[src/rtl/sharpen_window_gen.sv]
// sharpen_window_gen: takes a raster-order pixel stream and builds 3x3
// neighbourhood windows using two line buffers. One window is presented per
// interior pixel through a valid/ready output register.
//
// Optional build macro SHARPEN_WIN_SOF_EN adds OUT_SOF, flagging the first
// window of each frame.
//
// Window layout: element k = 3*r + c at OUT_WIN[PIX_W*k +: PIX_W], where r=0 is
// the oldest row, c=0 the oldest column, and k=4 is the centre.
module sharpen_window_gen #(
    parameter int PIX_W = 8,
    parameter int IMG_W = 64,
    parameter int IMG_H = 64,
    parameter int CNT_W = 16
) (
    input  logic               CLK,
    input  logic               RST,
    input  logic               IN_VALID,
    output logic               IN_READY,
    input  logic [PIX_W-1:0]   IN_PIX,
    output logic               OUT_VALID,
    input  logic               OUT_READY,
    output logic [9*PIX_W-1:0] OUT_WIN,
`ifdef SHARPEN_WIN_SOF_EN
    output logic               OUT_SOF,
`endif
    output logic               FRAME_DONE
);

    localparam int AW = (IMG_W > 1) ? $clog2(IMG_W) : 1;

    // Elaboration-time parameter sanity.
    if (IMG_W < 3) begin : g_bad_w
        $error("sharpen_window_gen: IMG_W must be at least 3");
    end
    if (IMG_H < 3) begin : g_bad_h
        $error("sharpen_window_gen: IMG_H must be at least 3");
    end
    if ((CNT_W < AW) || ((2 ** CNT_W) < IMG_H) || ((2 ** CNT_W) < IMG_W)) begin : g_bad_cnt
        $error("sharpen_window_gen: CNT_W too narrow for image size");
    end

    // Stage p0: counters, line buffers and the sliding window registers.
    logic [CNT_W-1:0] col_p0;
    logic [CNT_W-1:0] row_p0;
    logic [AW-1:0]    col_idx_p0;
    logic             col_last_p0;
    logic             row_last_p0;
    logic             accept_p0;
    logic             emit_p0;

    logic [PIX_W-1:0] lb0 [IMG_W];
    logic [PIX_W-1:0] lb1 [IMG_W];
    logic [PIX_W-1:0] tap0_p0;
    logic [PIX_W-1:0] tap1_p0;

    logic [PIX_W-1:0]   win_p0      [9];
    logic [PIX_W-1:0]   win_next_p0 [9];
    logic [9*PIX_W-1:0] win_flat_p0;

    // Stage p1: output register slice.
    logic               vld_p1;
    logic [9*PIX_W-1:0] win_p1;
    logic               done_p1;
`ifdef SHARPEN_WIN_SOF_EN
    logic               sof_p1;
`endif

    assign IN_READY    = !vld_p1 || OUT_READY;
    assign accept_p0   = IN_VALID && IN_READY;
    assign col_idx_p0  = col_p0[AW-1:0];
    assign col_last_p0 = (col_p0 == CNT_W'(IMG_W - 1));
    assign row_last_p0 = (row_p0 == CNT_W'(IMG_H - 1));
    assign emit_p0     = accept_p0 && (row_p0 >= CNT_W'(2)) && (col_p0 >= CNT_W'(2));

    // Line buffers are read asynchronously so the pre-write values feed the window.
    assign tap0_p0 = lb0[col_idx_p0];
    assign tap1_p0 = lb1[col_idx_p0];

    // Column/row raster position of the next pixel to be accepted.
    always_ff @(posedge CLK) begin
        if (RST) begin
            col_p0 <= '0;
            row_p0 <= '0;
        end else if (accept_p0) begin
            if (col_last_p0) begin
                col_p0 <= '0;
                row_p0 <= row_last_p0 ? '0 : row_p0 + CNT_W'(1);
            end else begin
                col_p0 <= col_p0 + CNT_W'(1);
            end
        end
    end

    // Age the column history: row-1 moves to row-2, the new pixel becomes row-1.
    always_ff @(posedge CLK) begin
        if (accept_p0) begin
            lb0[col_idx_p0] <= tap1_p0;
            lb1[col_idx_p0] <= IN_PIX;
        end
    end

    // Next window: shift columns left and load {row-2, row-1, new} as column 2.
    always_comb begin
        for (int k = 0; k < 9; k++) begin
            win_next_p0[k] = '0;
        end
        for (int r = 0; r < 3; r++) begin
            win_next_p0[3*r]     = win_p0[3*r + 1];
            win_next_p0[3*r + 1] = win_p0[3*r + 2];
        end
        win_next_p0[2] = tap0_p0;
        win_next_p0[5] = tap1_p0;
        win_next_p0[8] = IN_PIX;
    end

    // Flatten the next window into the output bus layout.
    always_comb begin
        win_flat_p0 = '0;
        for (int k = 0; k < 9; k++) begin
            win_flat_p0[PIX_W*k +: PIX_W] = win_next_p0[k];
        end
    end

    // Sliding window registers advance on every accepted pixel.
    always_ff @(posedge CLK) begin
        if (RST) begin
            for (int k = 0; k < 9; k++) begin
                win_p0[k] <= '0;
            end
        end else if (accept_p0) begin
            for (int k = 0; k < 9; k++) begin
                win_p0[k] <= win_next_p0[k];
            end
        end
    end

    // Output slice: load on an emitting accept, clear on a bare handshake, else hold.
    always_ff @(posedge CLK) begin
        if (RST) begin
            vld_p1  <= 1'b0;
            win_p1  <= '0;
            done_p1 <= 1'b0;
        end else begin
            done_p1 <= accept_p0 && col_last_p0 && row_last_p0;
            if (emit_p0) begin
                vld_p1 <= 1'b1;
                win_p1 <= win_flat_p0;
            end else if (OUT_READY) begin
                vld_p1 <= 1'b0;
            end
        end
    end

`ifdef SHARPEN_WIN_SOF_EN
    // First-window flag travels with the window and holds under backpressure.
    always_ff @(posedge CLK) begin
        if (RST) begin
            sof_p1 <= 1'b0;
        end else if (emit_p0) begin
            sof_p1 <= (row_p0 == CNT_W'(2)) && (col_p0 == CNT_W'(2));
        end else if (OUT_READY) begin
            sof_p1 <= 1'b0;
        end
    end

    assign OUT_SOF = sof_p1;
`endif

    assign OUT_VALID  = vld_p1;
    assign OUT_WIN    = win_p1;
    assign FRAME_DONE = done_p1;

endmodule

[config.mk]
export PLATFORM = sky130hd
export DESIGN_NAME = sharpen_window_gen
export DESIGN_NICKNAME = d
export VERILOG_FILES = /design/src/rtl/sharpen_window_gen.sv
export SDC_FILE = /design/constraint.sdc
export NUM_CORES = 1
export LEC_CHECK = 0
export CORE_MARGIN = 8
export CORE_UTILIZATION = 43
export DETAILED_ROUTE_END_ITERATION = 8
export SYNTH_ARGS = -nofsm -noshare
export SYNTH_HDL_FRONTEND = slang
export SYNTH_SLANG_ARGS = --single-unit
[constraint.sdc]
create_clock -name CLK -period 5.7 [get_ports CLK]
set_input_delay 1.14 -clock CLK [delete_from_list [all_inputs] [get_ports CLK]]
set_output_delay 1.14 -clock CLK [all_outputs]
set_load 0.1 [all_outputs]
== Word-level counts from Yosys, hierarchy flattened ==
Memories as Yosys holds them, arrays and structs flattened. A register that Yosys moved wholly into a read port is not among the register bits.
Cells that the tools add are included.

* Output and inout port bits: 75
* RAM bits: 1096
* Word-level logic and storage cells: 55
* Input port bits: 12
* Register bits: 106
* Memories: 3

* $add $sub $neg: 2
* Reduce and logical (&&, ||, !) cells: 9
* $lt $le $gt $ge: 2
* Muxes and demuxes: 23
* Bitwise logic cells: 9
* Eq/ne operators: 2

{| class="wikitable"
|+ Memory list
! name !! depth !! bits a word !! read ports !! clocked after Yosys merged registers in !! write ports !! line !! RTL
|-
| lb0 || 64 || 8 || 1 || 1 || 1 || 52 || <nowiki>logic [PIX_W-1:0] lb0 [IMG_W];</nowiki>
|-
| lb1 || 64 || 8 || 1 || 1 || 1 || 53 || <nowiki>logic [PIX_W-1:0] lb1 [IMG_W];</nowiki>
|-
| win_p0 || 9 || 8 || 6 || 0 || 9 || 57 || <nowiki>logic [PIX_W-1:0] win_p0 [9];</nowiki>
|}

{| class="wikitable"
|+ Operators by type and width
! kind !! count
|-
| 8-bit two-way mux || 9
|-
| 16-bit by 1-bit adder with 16-bit output (second input constant) || 2
|-
| 16-bit by 6-bit equality test with 1-bit output (second input constant) || 2
|-
| 16-bit by 2-bit >= comparator with 1-bit output (second input constant) || 2
|-
| 16-bit two-way mux || 2
|-
| 6-bit two-way mux || 4
|-
| 1-bit OR || 9
|-
| 1-bit two-way mux || 8
|-
| 1-bit logical AND || 5
|-
| 2-bit AND reduction || 1
|-
| 2-bit nonzero test || 1
|-
| 1-bit zero test || 1
|-
| 1-bit logical OR || 1
|}

== Depth between registers and ports, before layout ==
* Depth in word-level cells: 7
* Mapped depth: 9
* Depth with buffers taken out: 7

== Least setup slack after synthesis ==
Ideal clock, no wire load.

* Path kind: input port to flip-flop
* From: input port OUT_READY
* To: memory win_p0[1][0], enable pin
* Data required time: 5.298 ns
* Path buffers: 3
* Setup slack: 1.818 ns
* Setup time: 0.402 ns
* Cell stages on the path: 7
* Arrival time: 3.479 ns
* Path through: nand2b_1 > buf_2 > and2_1 > clkbuf_1 > clkbuf_1 > nor2_1 > inv_1

{| class="wikitable"
|+ RTL lines
! element !! line !! RTL
|-
| from (decl) || 22 || <nowiki>input logic OUT_READY,</nowiki>
|-
| to (decl) || 57 ||
|}

== Final worst setup path ==
* From: input port OUT_READY
* To: output port IN_READY

* Longest elaborated chain between the ends: 1

{| class="wikitable"
|+ RTL lines
! element !! line !! RTL
|-
| 1-bit logical OR || 69 || <nowiki>assign IN_READY = !vld_p1 || OUT_READY;</nowiki>
|-
| to (decl) || 19 || <nowiki>output logic IN_READY,</nowiki>
|}

No other way between the ends.

==> impl_metrics.py <==
metrics = {
    "drt": {
        "routed_wirelength_um": 123000,
        "drtIter0Drc": 2437,
        "first_pass_iters": 5,
        "vias_per_cell": 5.71,
        "via_count": 26159,
        "postRouteAntennaNets": 0,
        "drc": 0,
        "wl_per_cell_um": 26.8,
    },
    "power_and_ir_drop": {
        "swShare_pct": 21.2,
        "leakage_uw": 0.0159,
        "pwr-share-comb_pct": 4.2,
        "ir_worst_vdd_mv": 0.211,
        "power.switching_uw": 3820,
        "powerDensity_nw_per_um2": 340,
        "power_frac_seq_pct": 53.8,
        "internal_power_uw": 14200,
        "p_clk_share_pct": 42.0,
    },
    "yosys": {
        "synthesis.area_um2": 46000,
        "synth.distinct_cells": 48,
        "synth_edf_count": 1072,
        "synth_top_flop_cell": "edfxtp_1",
        "synth_top_area_share_pct": 69.9,
        "avgSynthCellArea_um2": 15.8,
        "ys_top_cells_by_area": "edfxtp_1, mux2i_1, dfxtp_1, a21oi_1, nor2_1",
        "synthCells": 2907,
        "async_reset_ff_share_pct": 0,
        "synth_top_area_cell": "edfxtp_1",
        "ys_ff_latch": 1184,
        "yosysMostFrequentCell": "edfxtp_1",
        "seq_area_frac_synth_pct": 74.8,
        "synth_commonest_cells": "edfxtp_1, mux2i_1, nor2_1",
        "synth_nets": 2923,
        "yosys_warnings": 0,
    },
    "layout": {
        "fin_area_um2": 52900,
        "syn_to_final_growth_pct": 14.9,
        "fin_util_pct": 49.6,
        "drive_gt1_share_pct": 11.2,
        "layout.nets": 3092,
        "layout.cells.non_filler": 4582,
    },
    "floorplanning": {
        "die_area_um2": 118000,
        "rows": 120,
        "die_w_um": 343,
        "core_area_um2": 107000,
        "pin_count": 87,
        "start_util_pct": 43.2,
        "die_h_um": 343,
    },
    "global_route": {
        "grt-ovfl-total": 0,
        "grt_pass1_wl_um": 178000,
        "gr-usage-all-layers_pct": 20.4,
        "grt_max_degree": 98,
        "grt_antenna_before_repair": 10,
        "grt_pass1_vias": 25738,
    },
    "worst_setup_path": {
        "start_kind": "input port",
        "crit_type": "in -> out",
        "reg2reg_depth": 8,
        "crit_fanout": 7,
        "critPathArrivalTime_ps": 3070,
        "required_ps": 4560,
        "r2r_setup_slack_ps": 1510,
        "worstSetupEndpointType": "output port",
        "r2r-end": "lb0[21][7]$_DFFE_PP_",
    },
    "clock_network": {
        "ctsHtreeMaxLevel": 3,
        "postCtsSetupBuffers": 0,
        "cts_buffer_depth": 3,
        "cts_tree": "yes",
        "cts-root-buf": "clkbuf_16",
        "hold_buffers": 0,
        "post_cts_resized": 0,
        "clock_sinks": 1184,
        "worstSkewPairLatency_ps": 690,
        "clk_pin_slew_ps": 60,
        "numCtsBuffers": 115,
    },
    "flow_run": {
        "drv_cap": 0,
    },
    "worst_hold_path": {
        "hold_end": "OUT_WIN[6]$_SDFFE_PP0P_",
        "holdCritStartpoint": "OUT_WIN[6]$_SDFFE_PP0P_",
        "hold_depth": 2,
        "hp-class": "reg -> reg",
    },
    "place": {
        "place_area_um2": 49100,
        "place_inst": 4362,
        "gp_congestion": 0.839,
        "hpwl_um": 77800,
        "io_buffers": 86,
    },
    "sta": {
        "skew_ps": 28.7,
        "setup_tns_ps": 0,
        "fmax_ghz": 0.238,
        "hold_ws_ps": 474,
        "min_period_ps": 4210,
        "rsz0062_at_grt": "no",
        "hold_viol": 0,
        "slew_headroom_pct": 23.5,
        "drv_slew": 0,
        "setup_viol": 0,
        "worst_pin_slew_ps": 1140,
        "finalCritPeriodShare_pct": 73.8,
    },
    "status": {
        "outcome": "finished clean",
    },
}
-- worst max path at each step --
| stage | from | endpoint | cells past startpoint |
|---|---|---|---|
| finish | OUT_READY | IN_READY | 3 |
| global placement | OUT_READY | IN_READY | 3 |
| CTS | OUT_READY | IN_READY | 3 |
| global route | OUT_READY | IN_READY | 3 |
| floorplan | OUT_READY | win_p0[1][0]$_SDFFCE_PN0P_ | 7 |
| detailed placement | OUT_READY | IN_READY | 3 |
-- sequential cells by signal (all words and copies together) (netlist names), named ones only --
| register | cells |
|---|---|
| lb0 | 512 |
| lb1 | 512 |
| OUT_WIN | 72 |
| win_p0 | 48 |
| col_p0 | 16 |
| row_p0 | 16 |
| FRAME_DONE | 1 |
| OUT_VALID | 1 |
-- stage by stage --
stage / worst slack, ps / total power (µW)
finish: 1490 / 18000
global route: 1440 / 18500
CTS: 1480 / 18100
detailed placement: 1480 / 10600
global placement: 1460 / 10600
floorplan: 1820 / 10200
-- critical path, cell delays in order --
cell             delay, ps
clkdlybuf4s50_1        450
nand2b_1               270
clkdlybuf4s50_1       1200
-- power groups by stage --
stage	combinational [µW]	sequential, µW	clock [µW]
after floorplan	321	9860	0
after global placement	753	9860	0
after detailed placement	769	9860	0
after CTS	770	9680	7670
after global routing	799	9680	7990
final	764	9680	7560
-- cell families (layout without fill, tap and decap cells) --
kind of cell	Yosys count	after routing	synth area share [%]
and+or+nand+nor	594	594	6.57
AOI/OAI and AO/OA	407	407	5.27
xor gates and xnor gates	13	13	0.247
muxes	513	513	11.2
other	0	1	0
adders and majority gates	4	4	0.109
DFF	1184	1184	74.8
buffers and inverters	192	463	1.84
-- layout by cell type, fill, tap and decap left out, types with 19 or more instances in the layout --
cell,synthesis,layout
edfxtp_1,1072,1072
mux2i_1,513,513
nor2_1,178,168
buf_4,1,140
a21oi_1,136,136
nand3_1,132,132
clkbuf_16,0,119
dfxtp_1,112,111
o22ai_1,96,96
nand2_1,84,83
clkdlybuf4s50_1,0,77
o21ai_0,75,75
a22oi_1,64,64
and4_1,36,36
nor3_1,35,35
and2_1,35,33
clkbuf_1,101,33
nor4_1,20,20
clkinv_2,0,20
nand2b_1,19,19
-- final cells by class --
type / instances / area [µm²]
sequential: 1184 / 34400
fill: 8804 / 53700
inverter: 10 / 37.5
tap: 1403 / 1760
timing repair buffer: 234 / 2020
clock inverter: 56 / 528
antenna: 1 / 2.50
multi-input combinational: 1531 / 10800
clock buffer: 163 / 3250
-- layer usage --
layer,track usage [%],up-vias,part of all wire (%)
li1,-,11626,-
met1,27.6,13372,42
met2,34.2,992,49
met3,3.16,165,7.2
met4,5.73,4,2.4
met5,0,-,0.017
No activity file was read; power rests on OpenSTA's default activity.
==> edit 1, RTL diff (config.mk and constraints unchanged) <==
Add a define of `SHARPEN_WIN_SOF_EN`.
--- a/src/rtl/sharpen_window_gen.sv
+++ b/src/rtl/sharpen_window_gen.sv
@@ -9,2 +9,4 @@
 // the oldest row, c=0 the oldest column, and k=4 is the centre.
+`define SHARPEN_WIN_SOF_EN
+
 module sharpen_window_gen #(
Check against the original RTL (old outputs only; new: OUT_SOF): same outputs for any inputs over 4 cycles, from zero or initial values and one cycle with RST high; that may be too few to reach the edited logic, so the function may still have changed.
==> edit 1 against the original RTL <==
Routed wire length shrank 6.1%. Global-route usage decreased by 1.0 points. Sequential power is essentially flat. Area after synthesis is 0.86% lower. Clock power decreased by 1%. Fmax down 6.6%. Worst setup slack lost 300 ps. Final area decreased by 1.0%. Sequential cell count rose by 1. Sequential share of layout area rose by 0.72 points. Power is 0.34% higher. Non-clock buffer count shrank 12.
==> edit 1: results <==
group,metric,value,unit
critical_path,crit_fanout,9,
min_path,hold_path_startpoint,"OUT_WIN[24]",
grt,antenna_found_initial,6,
routing,wl_met1,46900,um
routing,first_iter_violations,2332,
critical_path,r2r_end,"lb0[19][1]",
critical_path,ff2ff_path_depth,7,
power,ir_worst_vdd,267,uV
synth,seq_area_frac_synth,75.5,%
routing,wl_met3,9220,um
sta,relSlewSlack,4.58,%
grt,first_global_vias,24100,
grt,grtUsageTotal,19.4,%
synth,synth_compound_area_share,4.14,%
grt,grt_max_degree,85,
placed_design,placed_cell_area,48700,um2
cells_and_area,n_fill_cell,8453,
grt,grtUsageMet2,31.7,%
grt,grt_pass1_wl,168000,um
cells_and_area,fin_cells,4075,
routing,vias,24000,
synth,syn_area_per_cell,18.9,um2
routing,routed.top_layer,"met5",
placed_design,hpwl,70200,um
critical_path,max_stage_delay,1020,ps
synth,syn_nets,2436,
placed_design,port_buffers,87,
power,leakagePower,16.4,nW
critical_path,critPathArrivalTime,3360,ps
synth,synth_fa_ha_area_share,0.110,%
run_status,status,"finished, final reports clean",
synth,synth_common_cells,"edfxtp_1, mux4_2, nor2_1, dfxtp_1, a21oi_1",
critical_path,reg2reg_setup_slack,1630,ps
power,switching_share,21.3,%
power,p_int,14.2,mW
synth,synth.area.top_cells,"edfxtp_1, mux4_2, dfxtp_1",
synth,synthMuxAreaShare,13.7,%
grt,use_met1,26.2,%
power,p_comb,924,uW
synth,synth_xor_area_share,0.403,%
routing,firstDrtPassIters,7,
power,clock_power,7.47,mW
synth,synth_cell_types,60,
sta,whs,473,ps
placed_design,placed_cells,3873,
synth,ys_warn_count,0,
routing,wire_per_inst,28.3,um
min_path,min_delay_worst_endpoint,"OUT_WIN[24]",
grt,grt_use_met3,3.86,%
sta,setup_ws,1200,ps
cells_and_area,drive_above_1_share,22.0,%
clock_tree,clk_latency,690,ps
## edit 1: changes by cell type after synthesis, moves of 16 or more
cell / change
a21oi_1: -35
buf_2: -29
nand3_1: -38
mux2i_1: -433
mux4_2: +240
nor3_1: -22
a22oi_1: -44
o22ai_1: -77
and4_1: -32
nand2_1: -21
nor2_1: -64
clkbuf_1: -16
o221ai_1: +20
## edit 1: kinds of logic after synthesis
logic type | after synthesis
multiplexers | 324
AO/OA/AOI/OAI | 299
buffers and inverters | 179
flip-flops | 1185
adder cells (fa/ha/maj) | 4
XOR/XNOR | 21
AND/OR/NAND/NOR | 408
## edit 1: layout make-up
cell class	count	area, um2	area share, %
clock inverters	53	549	1.05
multi-input cells	1056	10500	20.0
diodes	1	2.50	0.00478
well taps	1391	1740	3.32
inverters	19	71.3	0.136
flip-flops and latches	1185	34500	65.8
repair buffers	222	1930	3.68
clock buffers	148	3120	5.97
==> edit 2, RTL diff (same flow settings) <==
Without the edit above. Set the parameter `IMG_H` to 48 (it was 64).
--- a/src/rtl/sharpen_window_gen.sv
+++ b/src/rtl/sharpen_window_gen.sv
@@ -12,3 +12,3 @@
     parameter int IMG_W = 64,
-    parameter int IMG_H = 64,
+    parameter int IMG_H = 48,
     parameter int CNT_W = 16
Behaviour: same outputs for any inputs over 4 cycles, from zero or initial values and one cycle with RST high; that may be too few to reach the edited logic, so the function may still have changed.
==> edit 2 against the original RTL <==
The flow now finishes with violations (max-capacitance violations). Area after synthesis shrank 1.1%. Power shrank 1.2%. Worst setup slack worse by 250 ps. Sequential power about the same. Highest routed layer is now met4. Register-to-register slack got worse by 260 ps. Combinational power grew 4.1%. Hold slack better by 13 ps. Via count down 11%. Routed wire length decreased by 8.3%. Final area is 1.5% lower. Sequential cell count unchanged. Die area fell by 1.1%.
==> edit 2: results <==
group,metric,value,unit
clock_tree,cts_buffer_depth,3,
placed_design,place.gp.congestion,0.941,
grt,first_global_vias,23900,
placed_design,hpwl,68500,um
critical_path,reg2reg_setup_slack,1250,ps
routing,first_iter_violations,2672,
synth,synth_common_cells,"edfxtp_1, mux2i_1, nor2_1, mux4_2, dfxtp_1",
routing,wire_per_inst,27.4,um
cells_and_area,nets,2643,
cells_and_area,n_fill_cell,8555,
sta,finClkSkew,34.5,ps
sta,relSlewSlack,1.17,%
grt,antenna_found_initial,2,
synth,syn_nets,2456,
routing,vias,23400,
critical_path,endpoint,"lb0[8][2]",
routing,firstDrtPassIters,7,
grt,grtUsageTotal,19.0,%
critical_path,ff2ff_path_depth,5,
critical_path,crit_fanout,64,
synth,synth_cell_types,46,
run_status,status,"complete, but fails checks",
synth,seq_area_frac_synth,75.7,%
min_path,hold_path_startpoint,"win_p0[4][4]",
critical_path,crit_slowest_cell,"inv_2",
grt,grt_max_degree,76,
flow_run,max_cap_violations,1,
synth,synth.area.top_cells,"edfxtp_1, mux4_2, mux2i_1",
run_status,violations,"max-capacitance violations",
power,leakagePower,16.0,nW
critical_path,critPathLaunchType,"flop",
power,ir_worst_vdd,297,uV
cells_and_area,drive_above_1_share,17.9,%
[edit 2: changes by cell type after synthesis, sizes merged, moves of 61 or more]
| cell | delta |
|---|---|
| nand3 | -79 |
| mux2i | -208 |
| o21ai | -82 |
| o22ai | -61 |
| mux4 | +169 |
| a21oi | -98 |
[edit 2: critical path, delay by kind of cell, from the launching register on]
family                 cells  cell delay, ps
multiplexers               1             250
AO/OA/AOI/OAI              2            1420
flip-flops                 1             860
buffers and inverters      2            1450
[edit 2: layout make-up]
type                            count  share of cell area (%)
Inverter                           12                  0.0865
Tap cell                         1391                    3.34
Clock inverter                     64                    1.16
Multi-Input combinational cell   1110                    20.0
Clock buffer                      144                    5.78
Timing Repair Buffer              204                    3.48
Antenna cell                        2                 0.00961
Sequential cell                  1184                    66.2
[edit 2: per-layer routing]
layer  up-vias  wire [um]  GRT usage [%]
met5         -          0              0
met4         0       3610           5.93
met3       201       9050           4.01
met2       929      53000           30.1
met1     12200      46900           26.5
li1      10100          -              -
[edit 2: worst min path at each step]
stage	end	slack (ps)	cells past startpoint
2_1_floorplan	OUT_WIN[0]	460	2
3_3_place_gp	OUT_WIN[48]	460	2
3_5_place_dp	OUT_WIN[54]	470	2
4_1_cts	OUT_WIN[54]	490	2
5_1_grt	OUT_WIN[26]	510	2
6_report	OUT_WIN[28]	490	2
[edit 2: where the power goes]
part	switching, mW	total (mW)	internal (mW)	leakage (nW)
Combinational	0.552	0.795	0.243	3.61
Sequential	0.0388	9.65	9.62	10.6
Clock	3.16	7.33	4.17	1.76
Total	3.75	17.8	14.0	16.0
[edit 2: cell families after synthesis]
logic type                 synth area share [%]
AOI/OAI and AO/OA                          2.72
xor gates and xnor gates                  0.539
adders and majority gates                 0.110
buffers and inverters                      1.53
DFF                                        75.7
muxes                                      15.2
and+or+nand+nor                            4.24
[edit 2: per-stage QoR]
stage | total power [mW] | area [um2] | setup slack (ps) | hold WS [ps] | cells
floorplan | 10.3 | 45500 | 1590 | 456 | 2440
global placement | 10.6 | 48400 | 1450 | 463 | 3901
detailed placement | 10.6 | 48400 | 1400 | 472 | 3901
CTS | 17.9 | 52100 | 1370 | 489 | 4109
global route | 18.3 | 52100 | 1230 | 513 | 4110
finish | 17.8 | 52100 | 1250 | 487 | 4111
